`src/rtl/store_buffer.sv`:
```
// Store buffer between the pipeline and a single-ported data memory.
// Buffers stores in a circular FIFO, forwards to loads, and drains when the port is free.
module store_buffer #(
  parameter int DEPTH = 4
) (
  input  logic                     clk,
  input  logic                     reset,
  input  logic                     st_valid,
  input  logic [31:0]              st_addr,
  input  logic [31:0]              st_data,
  input  logic                     ld_valid,
  input  logic [31:0]              ld_addr,
  output logic                     stall,
  output logic                     fwd_hit,
  output logic [31:0]              fwd_data,
  output logic [31:0]              address,
  output logic [31:0]              write_data,
  output logic                     mem_read,
  output logic                     mem_write,
  output logic [$clog2(DEPTH):0]   count
);

  localparam int PW = $clog2(DEPTH);
  localparam int CW = PW + 1;

  logic [31:0]      ent_addr [DEPTH];
  logic [31:0]      ent_data [DEPTH];
  logic [DEPTH-1:0] ent_valid;
  logic [PW-1:0]    head;
  logic [PW-1:0]    tail;

  logic             full;
  logic             empty;
  logic             enq;
  logic             drain;
  logic             hit_c;
  logic [31:0]      hit_data_c;
  logic [PW-1:0]    idx;

  assign full  = (count == CW'(DEPTH));
  assign empty = (count == '0);

  // Walk oldest to youngest so the youngest matching entry wins.
  always_comb begin
    hit_c      = 1'b0;
    hit_data_c = '0;
    idx        = head;
    for (int i = 0; i < DEPTH; i++) begin
      idx = head + PW'(i);
      if (ld_valid && ent_valid[idx] && (ent_addr[idx] == ld_addr)) begin
        hit_c      = 1'b1;
        hit_data_c = ent_data[idx];
      end
    end
  end

  always_comb begin
    stall      = 1'b0;
    fwd_hit    = 1'b0;
    fwd_data   = '0;
    address    = '0;
    write_data = '0;
    mem_read   = 1'b0;
    mem_write  = 1'b0;
    if (!reset) begin
      fwd_hit  = hit_c;
      fwd_data = hit_data_c;
      stall    = st_valid && full;
      // A full buffer must drain to make progress; only forwarded loads may proceed.
      if (full) begin
        mem_write  = 1'b1;
        address    = ent_addr[head];
        write_data = ent_data[head];
        if (ld_valid && !hit_c) begin
          stall = 1'b1;
        end
      end else if (ld_valid) begin
        mem_read = 1'b1;
        address  = ld_addr;
      end else if (!empty) begin
        mem_write  = 1'b1;
        address    = ent_addr[head];
        write_data = ent_data[head];
      end
    end
  end

  assign enq   = st_valid && !full && !reset;
  assign drain = mem_write;

  always_ff @(posedge clk) begin
    if (reset) begin
      head      <= '0;
      tail      <= '0;
      count     <= '0;
      ent_valid <= '0;
    end else begin
      if (enq) begin
        ent_addr[tail]  <= st_addr;
        ent_data[tail]  <= st_data;
        ent_valid[tail] <= 1'b1;
        tail            <= tail + 1'b1;
      end
      if (drain) begin
        ent_valid[head] <= 1'b0;
        head            <= head + 1'b1;
      end
      count <= count + CW'(enq) - CW'(drain);
    end
  end

endmodule

```
`config.mk`:
```
export PLATFORM = sky130hd
export DESIGN_NAME = store_buffer
export DESIGN_NICKNAME = d
export VERILOG_FILES = /design/src/rtl/store_buffer.sv
export SDC_FILE = /design/constraint.sdc
export NUM_CORES = 1
export LEC_CHECK = 0
export BUFFER_PORTS_ARGS = -buffer_cell sky130_fd_sc_hd__buf_2
export CORE_ASPECT_RATIO = 0.9
export CORE_MARGIN = 5
export CORE_UTILIZATION = 30
export CTS_CLUSTER_DIAMETER = 150
export DETAILED_ROUTE_END_ITERATION = 6
export GPL_TIMING_DRIVEN = 0
export SYNTH_ARGS = -nofsm -noshare
export SYNTH_HDL_FRONTEND = slang
export SYNTH_SLANG_ARGS = --single-unit
```
`constraint.sdc`:
```
create_clock -name clk -period 7.9 [get_ports clk]
set_clock_uncertainty 0.15 [all_clocks]
set_input_delay 0.79 -clock clk [delete_from_list [all_inputs] [get_ports clk]]
set_output_delay 0.79 -clock clk [all_outputs]
set_load 0.1 [all_outputs]
```
==> summary.md <==
| Metric | Value |
|---|---|
| GRT Total Usage | `20.1%` |
| Post-Syn Area per Cell | `~14 um2` |
| Unique masters post-synth | `56` |
| Kind of critical path | `flip-flop to output port` |
| Placer congestion estimate | `0.963` |
| First-pass DRT Iterations | `5` |
| CTS Hold Buffers Added | `0` |
| Synth area leader | `edfxtp_1` |
| Initial antenna violation count | `21` |
| Peak VDD IR | `0.212 mV` |
| Critical path cell sequence | `buf_6 > buf_8 > buf_6 > buf_8 > clkbuf_8 > buf_8 > buf_6 > inv_1 > ha_1 > buf_6 > buf_12 > buf_8 > buf_4 > clkbuf_4 > mux4_2 > xnor2_1 > nand4_1 > nor3_4 > nand3_2 > clkbuf_2 > o221a_1 > a211oi_2 > buf_4` |
| CP top delay family | `buffers and inverters` |
| EDFF count, synth | `256` |
| Period utilization | `96.8%` |
| Commonest cells after routing, fill and taps aside | `256 x edfxtp_1, 185 x mux4_2, 161 x buf_2, 85 x mux2i_1, 85 x nand2_1` |
| I/O pins | `between 200 and 250` |
| Hold Worst Slack | `about 0.25 ns` |
| Final min period | `7.65 ns` |
| Primary FF master, synth | `edfxtp_1` |
| Startpoint Class | `flip-flop` |
| First-pass GRT wire length | `97.4 mm` |
| Initial DRC Count | `1703` |
| Yosys top cell area share | `42.5%` |
| Slew HR | `11.3%` |
| Fmax | `131 MHz` |
| PwrDens | `roughly 350 mW/mm2` |
| Grt ovf | `0` |
| CTS tree | `built` |
| WP data required | `~7 ns` |
| Mapped cell area | `0.0181 mm2` |
| Clock-pin slew on the worst setup and hold paths | `0.06 ns` |
| Die area | `0.0653 mm2` |
| Clk_lat worst skew | `0.59 ns` |
| Slowest-stage cell, CP | `dfxtp_1` |
| Vert. Die Dim | `roughly 240 um` |
| Post-synth net total | `1401` |
| Clk sinks | `269` |
| CP Max Fanout | `10` |
| Slowest stage delay, CP | `0.40 ns` |
| Critical path endpoint category | `output port` |
| Worst-margin pin slew | `1.33 ns` |
| Initial Util | `between 30% and 40%` |
| DRC viols | `0` |
| Fillers | `5750` |
| Layout area overhead | `19.5%` |
| Yosys reg bits | `269` |
| Cell row count | `85` |
| TNS Setup | `0 ns` |
| Crit path buf inv count | `15` |
| Syn Inst Count | `between 1000 and 1500` |
| RSZ-0062 raised after global routing | `false` |
| Warnings from Yosys | `0` |
| Avg WL per Cell | `29.3 um` |
| # port buffers | `173` |
| Max-Cap Viols | `0` |
| Layout cells sized above 1 | `a little over a third` |
| Via count | `between 10000 and 15000` |
| Min setup slack post-route | `0.252 ns` |
| Min-Delay Path Class | `input pin to flip-flop` |
| Clk buf depth | `3` |
| Static leakage | `7.00 nW` |
| Routed Antenna Nets | `0` |
| CTS buffer count | `30` |
| Clk Tree Root Cell | `clkbuf_16` |
| Total power | `7.65 mW` |
| Number of global-route vias before repair | `roughly 14000` |
| Largest net degree at the start of global routing | `47` |
| Final nets | `1612` |
| WL final | `approximately 68 mm` |
| Die W | `~270 um` |
| Synth area leaders | `edfxtp_1 43%, mux4_2 23%, mux2i_1 4.7%` |
| Count of final setup violators | `0` |
| Placed wire-length estimate | `48.1 mm` |
| Slew Limit Fails | `0` |
| Run status | `finished, final reports clean` |
| Hold Violations, Final | `0` |
| Via density | `5.87` |
| Post-synth ARST share | `0%` |
| Register area share after synthesis | `a little over two fifths` |
| Commonest non-fill, non-tap cell in the layout | `edfxtp_1` |
| Pre-CTS setup slack | `-2.41 ns` |
| WP data arrival | `6.71 ns` |
| Core area | `0.0598 mm2` |
| Util after Layout | `36.2%` |
| Max H-tree Level | `1` |
final cells by class:
cell class / instances / area [um2] / area share [%]
multi-input cells: 844 / 9570 / 44.3
flip-flops and latches: 269 / 7950 / 36.8
repair buffers: 179 / 1170 / 5.41
well taps: 783 / 980 / 4.53
clock buffers: 31 / 754 / 3.49
plain buffers: 131 / 684 / 3.17
clock inverters: 25 / 314 / 1.45
inverters: 46 / 173 / 0.799
diodes: 7 / 17.5 / 0.0811
cell families (layout without fill, tap and decap cells):
group           count (synthesis)  after routing  synth area share [%]
simple gates                  205            205                  5.79
fa+ha+maj                      11             11                 0.802
buf+inv                       177            412                  4.16
compound gates                192            192                  8.82
mux                           312            312                  30.4
xor+xnor                      124            124                  6.13
flops                         269            269                  43.9
other cells                     0              7                     0
report_power, final:
part	internal, mW	switching (mW)
clock	0.920	0.608
combinational	1.56	2.81
sequential	1.67	0.0726
metrics by stage:
| stage | cells | cell area (um2) |
|---|---|---|
| after floorplan | 1290 | 18100 |
| after global placement | 2246 | 19900 |
| after detailed placement | 2250 | 20100 |
| after CTS | 2308 | 21500 |
| after global routing | 2312 | 21600 |
| final | 2315 | 21600 |
cell usage after synthesis, types with 5 or more instances:
| library cell | count |
|---|---|
| dfxtp_1 | 13 |
| a211oi_2 | 30 |
| a2bb2oi_1 | 7 |
| mux2i_1 | 85 |
| clkbuf_1 | 72 |
| xnor2_1 | 76 |
| o221a_1 | 32 |
| nor4_1 | 14 |
| nor2_1 | 15 |
| inv_1 | 45 |
| mux2_2 | 42 |
| o22ai_1 | 5 |
| mux4_2 | 185 |
| nor2b_1 | 7 |
| nand4_1 | 25 |
| nand2_1 | 85 |
| a32o_1 | 5 |
| nor3_1 | 5 |
| xor2_1 | 45 |
| ha_1 | 10 |
| a22o_1 | 26 |
| edfxtp_1 | 256 |
| o21ai_0 | 69 |
| buf_2 | 25 |
| nand3_1 | 7 |
| and2_1 | 37 |
| buf_1 | 26 |
worst paths after layout:
kind / from / slack [ns] / cells after the start / endpoint
setup / recovery: head[0]$_SDFFE_PP0P_ / 0.25 / 23 / fwd_data[14]
hold / removal: st_data[10] / 0.25 / 1 / ent_data[3][10]$_DFFE_PP_
setup reg to reg: head[0]$_SDFFE_PP0P_ / 2.41 / 19 / head[1]$_SDFFE_PP0P_
hold reg to reg: tail[1]$_SDFFE_PP0P_ / 0.36 / 2 / tail[1]$_SDFFE_PP0P_
registers in the layout (all words and copies together), names as in the netlist, named ones only:
| signal | flops |
|---|---|
| ent_data | 128 |
| tail | 2 |
| head | 2 |
| ent_valid | 4 |
| count | 3 |
| ent_addr | 128 |
layer usage:
metal  share of wire (%)  GRT usage, %  up-vias
met4                 3.5          6.28       18
met1                  40          27.3     7005
met2                  46          31.7      810
met3                 9.7          5.02      164
li1                    -             -     5589
met5                0.17             0        -
timing repair:
item                                    in CTS  in global routing
buffers inserted                             2                  0
endpoints found under the setup margin      34                 34
gates resized for setup                    100                 27
pin swaps                                    1                 12
(Power assumes the default switching activity.)
